==> config.mk <==
export PLATFORM = sky130hd
export DESIGN_NAME = hex_fw_loader
export DESIGN_NICKNAME = d
export VERILOG_FILES = /design/src/rtl/hex_fw_loader_pkg.sv /design/src/rtl/hex_fw_loader_char_decode.sv /design/src/rtl/hex_fw_loader.sv
export SDC_FILE = /design/constraint.sdc
export NUM_CORES = 1
export LEC_CHECK = 0
export BUFFER_PORTS_ARGS = -buffer_cell sky130_fd_sc_hd__buf_2
export CORE_UTILIZATION = 47
export CTS_CLUSTER_DIAMETER = 40
export DETAILED_ROUTE_END_ITERATION = 12
export PLACE_DENSITY = 0.7
export SYNTH_ARGS = -nofsm -noshare
export SYNTH_HDL_FRONTEND = slang
export SYNTH_SLANG_ARGS = --single-unit
==> constraint.sdc <==
create_clock -name clk -period 6.85 [get_ports clk]
set_input_delay 0.3425 -clock clk [delete_from_list [all_inputs] [get_ports clk]]
set_output_delay 0.3425 -clock clk [all_outputs]
set_load 0.02 [all_outputs]
==> src/rtl/hex_fw_loader_pkg.sv <==
// ---------------------------------------------------------------------------
// hex_fw_loader_pkg
// Shared types and constants for the ASCII hex firmware loader.
//   loader_state_t : loader FSM states
//   loader_err_t   : error codes reported on error_code
//   CHAR_*         : ASCII codes the character decoder recognises
// ---------------------------------------------------------------------------
package hex_fw_loader_pkg;

    typedef enum logic [2:0] {
        ST_IDLE  = 3'd0,
        ST_DATA  = 3'd1,
        ST_ADDR  = 3'd2,
        ST_WRITE = 3'd3,
        ST_DONE  = 3'd4,
        ST_ERROR = 3'd5
    } loader_state_t;

    typedef enum logic [1:0] {
        ERR_NONE      = 2'd0,
        ERR_ILLEGAL   = 2'd1,
        ERR_PARTIAL   = 2'd2,
        ERR_ADDR_LONG = 2'd3
    } loader_err_t;

    localparam logic [7:0] CHAR_EOT   = 8'h04;
    localparam logic [7:0] CHAR_AT    = 8'h40;
    localparam logic [7:0] CHAR_COLON = 8'h3A;
    localparam logic [7:0] CHAR_SP    = 8'h20;
    localparam logic [7:0] CHAR_CR    = 8'h0D;
    localparam logic [7:0] CHAR_LF    = 8'h0A;
    localparam logic [7:0] CHAR_TAB   = 8'h09;

endpackage

==> src/rtl/hex_fw_loader_char_decode.sv <==
// ---------------------------------------------------------------------------
// hex_char_decode
// Purely combinational classifier for one ASCII character.
//   char_in : ASCII character
//   is_hex  : character is 0-9, A-F or a-f
//   nib     : nibble value of a hex digit (0 otherwise)
//   is_sep  : space, tab, CR, LF or ':'
//   is_at   : '@' (address record)
//   is_eot  : end-of-transmission (8'h04)
// ---------------------------------------------------------------------------
module hex_char_decode
    import hex_fw_loader_pkg::*;
(
    input  logic [7:0] char_in,
    output logic       is_hex,
    output logic [3:0] nib,
    output logic       is_sep,
    output logic       is_at,
    output logic       is_eot
);

    logic [7:0] offset;

    // Hex digits map to their nibble by subtracting the start of their
    // ASCII range; letters subtract 10 less so 'A'/'a' land on 4'hA.
    always_comb begin
        is_hex = 1'b0;
        offset = 8'h00;
        if (char_in >= 8'h30 && char_in <= 8'h39) begin
            is_hex = 1'b1;
            offset = char_in - 8'h30;
        end else if (char_in >= 8'h41 && char_in <= 8'h46) begin
            is_hex = 1'b1;
            offset = char_in - 8'h37;
        end else if (char_in >= 8'h61 && char_in <= 8'h66) begin
            is_hex = 1'b1;
            offset = char_in - 8'h57;
        end
        nib = offset[3:0];
    end

    // ':' is accepted as a plain separator so Intel-style line starts pass.
    assign is_sep = (char_in == CHAR_SP)  || (char_in == CHAR_TAB) ||
                    (char_in == CHAR_CR)  || (char_in == CHAR_LF)  ||
                    (char_in == CHAR_COLON);
    assign is_at  = (char_in == CHAR_AT);
    assign is_eot = (char_in == CHAR_EOT);

endmodule

==> src/rtl/hex_fw_loader.sv <==
// ---------------------------------------------------------------------------
// hex_fw_loader
// Decodes an ASCII hex character stream into memory writes, with '@addr'
// relocation records, EOT termination and error reporting. The CPU is held
// off (cpu_run=0) until a load completes cleanly.
//   clk, reset_n          : clock, asynchronous active-low reset
//   start                 : one-cycle pulse to begin a load (ignored while busy)
//   char_valid, char_in   : incoming character; char_ready marks acceptance
//   mem_we/addr/din       : registered memory write port
//   busy, done, error     : load status; done/error held until next start
//   error_code            : 0 none, 1 illegal char, 2 partial word, 3 addr too long
//   word_count            : words written since start (saturating)
//   cpu_run               : mirrors done
// ---------------------------------------------------------------------------
module hex_fw_loader
    import hex_fw_loader_pkg::*;
#(
    parameter int                    ADDR_WIDTH = 16,
    parameter int                    DATA_WIDTH = 8,
    parameter logic [ADDR_WIDTH-1:0] BASE_ADDR  = '0
) (
    input  logic                  clk,
    input  logic                  reset_n,
    input  logic                  start,
    input  logic                  char_valid,
    input  logic [7:0]            char_in,
    output logic                  char_ready,
    output logic                  mem_we,
    output logic [ADDR_WIDTH-1:0] mem_addr,
    output logic [DATA_WIDTH-1:0] mem_din,
    output logic                  busy,
    output logic                  done,
    output logic                  error,
    output logic [1:0]            error_code,
    output logic [ADDR_WIDTH:0]   word_count,
    output logic                  cpu_run
);

    localparam int NIBS   = DATA_WIDTH / 4;
    localparam int NIB_W  = $clog2(NIBS + 1);
    localparam int ADIGS  = ADDR_WIDTH / 4;
    localparam int ADIG_W = $clog2(ADIGS + 1);

    localparam logic [NIB_W-1:0]  LAST_NIB  = NIB_W'(NIBS - 1);
    localparam logic [ADIG_W-1:0] MAX_ADIGS = ADIG_W'(ADIGS);

    loader_state_t           state, state_n;
    loader_err_t             err, err_n;
    logic [ADDR_WIDTH-1:0]   addr, addr_n;
    logic [ADDR_WIDTH-1:0]   addr_acc, addr_acc_n;
    logic [ADIG_W-1:0]       addr_digs, addr_digs_n;
    logic [DATA_WIDTH-1:0]   word, word_n;
    logic [NIB_W-1:0]        nib_cnt, nib_cnt_n;
    logic [ADDR_WIDTH:0]     wcount, wcount_n;

    logic       is_hex, is_sep, is_at, is_eot;
    logic [3:0] nib;
    logic       take;

    hex_char_decode u_decode (
        .char_in (char_in),
        .is_hex  (is_hex),
        .nib     (nib),
        .is_sep  (is_sep),
        .is_at   (is_at),
        .is_eot  (is_eot)
    );

    // Status outputs come straight from the state register, so an
    // asynchronous reset drops mem_we and busy without waiting for a clock.
    assign char_ready = (state == ST_DATA) || (state == ST_ADDR);
    assign busy       = char_ready || (state == ST_WRITE);
    assign mem_we     = (state == ST_WRITE);
    assign done       = (state == ST_DONE);
    assign error      = (state == ST_ERROR);
    assign cpu_run    = done;
    assign error_code = err;
    assign mem_addr   = addr;
    assign mem_din    = word;
    assign word_count = wcount;
    assign take       = char_valid && char_ready;

    // State and datapath register. addr and word double as the write port,
    // so they stay stable through the whole WRITE cycle.
    always_ff @(posedge clk or negedge reset_n) begin
        if (!reset_n) begin
            state     <= ST_IDLE;
            err       <= ERR_NONE;
            addr      <= BASE_ADDR;
            addr_acc  <= '0;
            addr_digs <= '0;
            word      <= '0;
            nib_cnt   <= '0;
            wcount    <= '0;
        end else begin
            state     <= state_n;
            err       <= err_n;
            addr      <= addr_n;
            addr_acc  <= addr_acc_n;
            addr_digs <= addr_digs_n;
            word      <= word_n;
            nib_cnt   <= nib_cnt_n;
            wcount    <= wcount_n;
        end
    end

    // Next-state and datapath update. Characters are only acted on when
    // consumed (take); WRITE spends one cycle with char_ready low.
    always_comb begin
        state_n     = state;
        err_n       = err;
        addr_n      = addr;
        addr_acc_n  = addr_acc;
        addr_digs_n = addr_digs;
        word_n      = word;
        nib_cnt_n   = nib_cnt;
        wcount_n    = wcount;

        case (state)
            ST_IDLE, ST_DONE, ST_ERROR: begin
                if (start) begin
                    state_n     = ST_DATA;
                    err_n       = ERR_NONE;
                    addr_n      = BASE_ADDR;
                    addr_acc_n  = '0;
                    addr_digs_n = '0;
                    word_n      = '0;
                    nib_cnt_n   = '0;
                    wcount_n    = '0;
                end
            end

            ST_DATA: begin
                if (take) begin
                    if (is_hex) begin
                        word_n = DATA_WIDTH'({word, nib});
                        if (nib_cnt == LAST_NIB) begin
                            nib_cnt_n = '0;
                            state_n   = ST_WRITE;
                        end else begin
                            nib_cnt_n = nib_cnt + NIB_W'(1);
                        end
                    end else if (is_sep || is_at || is_eot) begin
                        if (nib_cnt != '0) begin
                            state_n = ST_ERROR;
                            err_n   = ERR_PARTIAL;
                        end else if (is_at) begin
                            addr_acc_n  = '0;
                            addr_digs_n = '0;
                            state_n     = ST_ADDR;
                        end else if (is_eot) begin
                            state_n = ST_DONE;
                        end
                    end else begin
                        state_n = ST_ERROR;
                        err_n   = ERR_ILLEGAL;
                    end
                end
            end

            ST_ADDR: begin
                if (take) begin
                    if (is_hex) begin
                        if (addr_digs == MAX_ADIGS) begin
                            state_n = ST_ERROR;
                            err_n   = ERR_ADDR_LONG;
                        end else begin
                            addr_acc_n  = ADDR_WIDTH'({addr_acc, nib});
                            addr_digs_n = addr_digs + ADIG_W'(1);
                        end
                    end else if ((is_sep || is_eot) && addr_digs != '0) begin
                        addr_n  = addr_acc;
                        state_n = is_eot ? ST_DONE : ST_DATA;
                    end else begin
                        state_n = ST_ERROR;
                        err_n   = ERR_ILLEGAL;
                    end
                end
            end

            ST_WRITE: begin
                addr_n   = addr + ADDR_WIDTH'(1);
                wcount_n = (&wcount) ? wcount : wcount + (ADDR_WIDTH+1)'(1);
                state_n  = ST_DATA;
            end

            default: state_n = ST_IDLE;
        endcase
    end

endmodule

* After elaboration in Yosys (flattened, before gate mapping)
Index checks and enable logic that the tools add are counted.
** Word-level totals
- Register bits after elaboration :: 67
- Output and inout bits :: 49
- Logic and storage cells :: 147
** Cells by class
- $add $sub $neg :: 7
- Magnitude comparators :: 6
- Equality and inequality tests :: 32
- Muxes and demuxes :: 65
- Reductions and logical operators :: 29
** Operators with widths (number)
- 16-bit two-way mux :: 12
- 16-bit one-hot mux with 3 select lines :: 2
- 3-bit two-way mux :: 22
- 17-bit two-way mux :: 2
- 17-bit one-hot mux with 2 select lines :: 1
- 8-bit by 4-bit equality test with 1-bit output, second input constant :: 3
- 2-bit two-way mux :: 12
- 8-bit two-way mux :: 3
- 2-bit != test, second input constant :: 11
- 17-bit by 1-bit adder with 17-bit output, second input constant :: 1
- 17-bit AND reduction :: 1
- 16-bit by 1-bit adder with 16-bit output, second input constant :: 1
- 8-bit by 6-bit equality test with 1-bit output, second input constant :: 2
- 8-bit by 7-bit greater-or-equal comparator with 1-bit output, second input constant :: 2
- 8-bit by 7-bit <= comparator with 1-bit output, second input constant :: 2
- 8-bit one-hot mux with 2 select lines :: 1
- 4-bit two-way mux :: 3
- 3-bit one-hot mux with 4 select lines :: 1
- 10-bit AND reduction :: 1
- 3-bit equality test, second input constant :: 3
- 1-bit logical OR :: 9
- 3-bit by 2-bit != test with 1-bit output, second input constant :: 3
- 3-bit one-hot mux with 3 select lines :: 1
- 3-bit nonzero test :: 3
- 26 further kinds :: 37

* Depth between registers and ports, before layout
- Depth in word-level cells :: 11
- Gate-level depth with buffers :: 12
- Depth with buffers taken out :: 11

* Cells and area by module
A second synthesis with hierarchy kept.
** Second synthesis, totals
- Cell total of the unflattened synthesis :: 436
- Area, all modules :: 3938.8 um2
** By module, submodules not included
- hex_fw_loader :: instances 1, cells an instance 403, area an instance 3671.0 um2, seq. area each 1676.6 um2
- hex_char_decode :: instances 1, cells an instance 33, area an instance 267.8 um2, seq. area each 0.0 um2

* Least setup slack after synthesis
No wires, ideal clock.
- Kind :: register to register
- Start :: register wcount[0], in the netlist word_count[0]
- End :: register wcount[8], in the netlist word_count[8]
- Library setup time :: 0.132 ns
- Data arrival time :: 2.474 ns
- Data required time :: 6.718 ns
- Slack :: 4.245 ns
- Stages on the path, launching flop included :: 13
- Buffers on the path :: 1
- Period minus slack after synthesis :: 2.605 ns
- Path through :: dfrtp_1 > ha_1 > inv_1 > or2_2 > nor4_1 > ha_1 > and4bb_2 > a31oi_1 > clkbuf_1 > nor2_1 > and3_1 > xnor2_1 > nor2_1
** Between the ends
- Cells in the longest elaborated chain, start to end :: 3
- Elaborated cells between the ends (all ways) :: 6
- Those cells by class :: add/sub (1); eq/ne (1); mux (2); reduce/logical (2)
** RTL lines
- from (decl) :: line hex_fw_loader.sv:54 : logic [ADDR_WIDTH:0] wcount, wcount_n;
- from (signal assigned) :: line hex_fw_loader.sv:103 : wcount <= wcount_n;
- 17-bit by 1-bit adder with 17-bit output / 17-bit AND reduction (equally long branches) :: line hex_fw_loader.sv:183 : wcount_n = (&wcount) ? wcount : wcount + (ADDR_WIDTH+1)'(1);
- 17-bit two-way mux / 2-bit != test (equally long branches)
- 17-bit one-hot mux with 2 select lines / 3-bit AND reduction (equally long branches)
Several ways; a longest one is shown, not always the timed one. The select of a mux whose other input is x is not followed.
A chain may end at the register's enable or synchronous reset.

* Final worst setup path
- Start :: register wcount[0], in the netlist word_count[0]
- End :: register wcount[14], in the netlist word_count[14]
Same word-level chain as after synthesis.

==> qor.yml <==
outcome: "finished, final reports clean"
layout_worst_path_cycle_share_pct: 43.43
power_density_nw_per_um2: 257.3
min_path_type: "in -> async"
critical_path.reg2reg.startpoint: "word_count[0]$_DFFE_PN0P_"
worst-endpoint-required_ns: 7.06
clock_tree_from_tritoncts: "yes"
grt_use_total_pct: 23.36
sw_frac_of_total_pct: 37.60
synth_cells: 434
chipHeight_um: 93.71
fp-row-count: 33
synthDistinctLibCells: 65
share_of_flip_flops_with_an_asynchronous_set_or_reset_after_synthesis_pct: 100.0
grt_max_degree: 68
globalRouteOverflowTotal: 0
timing.max_slew.rel_slack_pct: 29.87
regToRegSetupSlack_ns: 3.87
via_per_inst: 5.847
synth_fp_nets: 455
critPathMaxFanout: 11
share_of_final_layout_standard_cells_stronger_than_drive_strength_1_pct: 20.21
tritoncts.num_buffers: 9
grt.met3_usage_pct: 4.369
number_of_global_route_vias_before_repair: 3279
p_leak_nw: 2.086
coreArea_um2: 8175
crit_path_end_kind: "flop"
ctsResizeCount: 0
clk_pin_slew_worst_paths_ns: 0.08
clock_path_buffers: 2
setup.worst_path.start_class: "flop"
drt_pre_antenna_iters: 7
post-route-drc-count: 0
report.final.slew_viol_count: 0
post-dp-hpwl_um: 6598
timing.critical_path.arrival_ns: 3.18
gp_routability_congestion: 0.8863
clock_sinks: 67
clk-insertion-delay-late_ns: 0.35
fp.dieArea_um2: 8781
cts_hold_repair.buffers: 0
synth-seq-area-share_pct: 42.42
reg2reg_depth: 11
rsz0062_at_grt: "no"
critical_path.startpoint: "word_count[0]$_DFFE_PN0P_"
synth-edff-count: 0
post-cts-setup-buffers: 0
seq_power_share_pct: 38.1
dieWidth_um: 93.71
postRouteWirelength_um: 9497
combinationalPowerShare_pct: 30.3
detail_route.wl_per_cell_um: 16.10
internal_dissipation_mw: 0.7178
worst_tran_pin_value_ns: 1.045
post_synth_instance_area_um2: 3953
global_route_wire_length_before_repair_um: 15850
final.setup_skew_ns: 0.01338
port_buffer_cells: 60
worstReg2RegEnd: "word_count[14]$_DFFE_PN0P_"
finalSetupViolations: 0
global_route.peak_usage_layer: "met2"
grtUsageMet2_pct: 38.63
timing.fmax_mhz: 336.1
p_total_mw: 1.150
fin_crit_ns: 2.975
drtIter0Drc: 229
ys_ff_latch: 67
synth.avg_cell_area_um2: 9.107
initial_util_pct: 48.35
synthToLayoutAreaGrowth_pct: 13.11
final.setup.tns_ns: 0
ant_nets: 0
insertedDiodeCount: 0
switching_power_mw: 0.4325
hold_violation_total_from_the_final_report: 0
cts.root.buffer_cell: "sky130_fd_sc_hd__clkbuf_8"
routed-via-count: 3450
yosys_most_used_dff: "sky130_fd_sc_hd__dfrtp_1"
worstSetupEndpoint: "word_count[14]$_DFFE_PN0P_"
criticalPathCategory: "reg -> reg"
grtUsageMet1_pct: 30.56
ioPinCount: 61
grt_antenna_before_repair: 0
yosysWarningCount: 0
htreeDepth: 3
fillers: 720
fin_nets: 501
power.clock.fraction_pct: 31.6
timing.max_cap.violations: 0
irDropWorstVdd_mv: 0.1215
[critical path, cell delays in order (launching register included)]
cell and delay [ns]:
sky130_fd_sc_hd__dfrtp_1 0.40, sky130_fd_sc_hd__ha_1 0.21, sky130_fd_sc_hd__inv_1 0.04, sky130_fd_sc_hd__or2_2 0.31, sky130_fd_sc_hd__nor4_1 0.23, sky130_fd_sc_hd__ha_1 0.21
sky130_fd_sc_hd__and4bb_2 0.26, sky130_fd_sc_hd__a31oi_1 0.58, sky130_fd_sc_hd__nor3_1 0.21, sky130_fd_sc_hd__nand3_1 0.15, sky130_fd_sc_hd__xor2_1 0.16, sky130_fd_sc_hd__nor2_1 0.06
[registers in the layout (all words and copies together) (netlist names)]
signal,cells
state,3
word_count,17
nib_cnt,2
addr_acc,16
mem_din,8
mem_addr,16
addr_digs,3
error_code,2
[worst min-delay path by stage]
stage,from,endpoint
after global routing,reset_n,word_count[8]$_DFFE_PN0P_
after floorplan,reset_n,addr_acc[0]$_DFFE_PN0P_
final,reset_n,word_count[8]$_DFFE_PN0P_
after global placement,addr_acc[10]$_DFFE_PN0P_,addr_acc[10]$_DFFE_PN0P_
after detailed placement,addr_acc[3]$_DFFE_PN0P_,addr_acc[3]$_DFFE_PN0P_
after CTS,reset_n,word_count[8]$_DFFE_PN0P_
[power by group through the flow]
stage               clock network (mW)  registers, mW  logic [mW]
finish                           0.363          0.439       0.348
global route                     0.385          0.443       0.388
CTS                              0.368          0.439       0.349
detailed placement                   0          0.447       0.347
global placement                     0          0.445       0.342
floorplan                            0          0.432       0.286
[cells in the final DEF, fill, tap and decap left out, drive strengths merged, types with 4 or more instances in the layout]
cell    synthesis  routed
a22oi           5       5
nor4            4       4
o21ai          44      44
ha              9       9
clkbuf         13      11
o31ai           5       5
a22o            5       5
buf            14      62
nand2          59      59
a32oi           8       8
a221oi          4       4
xnor2           7       7
nand3          13      13
dfrtp          67      67
xor2           11      11
nor2           32      32
a21oi          17      17
and3            8       8
nor2b           5       5
mux2            5       5
o22ai          11      11
inv            21      21
a211oi          4       4
nor3           13      13
[cell usage after synthesis, types with 3 or more instances]
cell type	n	area share (%)
sky130_fd_sc_hd__dfrtp_1	67	42
sky130_fd_sc_hd__nand2_1	59	5.6
sky130_fd_sc_hd__o21ai_0	38	4.8
sky130_fd_sc_hd__nor2_1	31	2.9
sky130_fd_sc_hd__inv_1	21	2.0
sky130_fd_sc_hd__a21oi_1	16	2.0
sky130_fd_sc_hd__clkbuf_1	13	1.2
sky130_fd_sc_hd__nand3_1	13	1.6
sky130_fd_sc_hd__nor3_1	13	1.6
sky130_fd_sc_hd__o22ai_1	11	1.7
sky130_fd_sc_hd__xor2_1	11	2.4
sky130_fd_sc_hd__buf_2	9	1.1
sky130_fd_sc_hd__ha_1	9	2.8
sky130_fd_sc_hd__a32oi_1	8	1.8
sky130_fd_sc_hd__and3_1	8	1.3
sky130_fd_sc_hd__xnor2_1	7	1.6
sky130_fd_sc_hd__a22o_1	5	1.1
sky130_fd_sc_hd__a22oi_1	5	0.95
sky130_fd_sc_hd__nor2b_1	5	0.79
sky130_fd_sc_hd__o21ai_1	5	0.63
sky130_fd_sc_hd__o31ai_1	5	0.95
sky130_fd_sc_hd__a211oi_1	4	0.76
sky130_fd_sc_hd__nor4_1	4	0.63
sky130_fd_sc_hd__a21o_1	3	0.57
sky130_fd_sc_hd__a221oi_1	3	0.66
sky130_fd_sc_hd__buf_6	3	0.85
sky130_fd_sc_hd__mux2_2	3	0.85
sky130_fd_sc_hd__nand2b_1	3	0.47
sky130_fd_sc_hd__nand4_1	3	0.47
sky130_fd_sc_hd__nor3b_1	3	0.57
sky130_fd_sc_hd__o31a_1	3	0.66
[metrics by stage]
step | hold WS (ns) | area, um^2 | worst slack (ns) | instances | util, %
after floorplan | 0.04691 | 3953 | 4.245 | 434 | -
after global placement | 0.4609 | 4262 | 3.943 | 574 | 52.13
after detailed placement | 0.4712 | 4262 | 3.837 | 574 | 52.13
after CTS | 0.2230 | 4471 | 3.812 | 590 | 54.68
after global routing | 0.2514 | 4471 | 3.542 | 590 | 54.68
final | 0.1616 | 4471 | 3.875 | 590 | 54.68
[logic make-up after synthesis]
| kind of cell | after synthesis | synth area share (%) |
|---|---|---|
| XOR/XNOR | 18 | 3.989 |
| flip-flops | 67 | 42.42 |
| adder cells (fa/ha/maj) | 9 | 2.849 |
| multiplexers | 6 | 1.773 |
| AO/OA/AOI/OAI | 128 | 22.70 |
| AND/OR/NAND/NOR | 158 | 20.67 |
| buffers and inverters | 48 | 5.603 |
[metal layers]
metal  vias up  wire (um)
met3        13        440
li1       1650          -
met2        93       4583
met1      1694       4340
met4         0        132
met5         -          0
[area by class of cell]
type	count	area, um^2	area share, %
multi-input combinational	319	2059	46.07
timing repair buffer	62	315.3	7.053
sequential	67	1677	37.50
inverter	21	78.83	1.763
tap	105	131.4	2.939
clock buffer	11	131.4	2.939
clock inverter	5	77.57	1.735
Power figures use the tool's default switching activity.
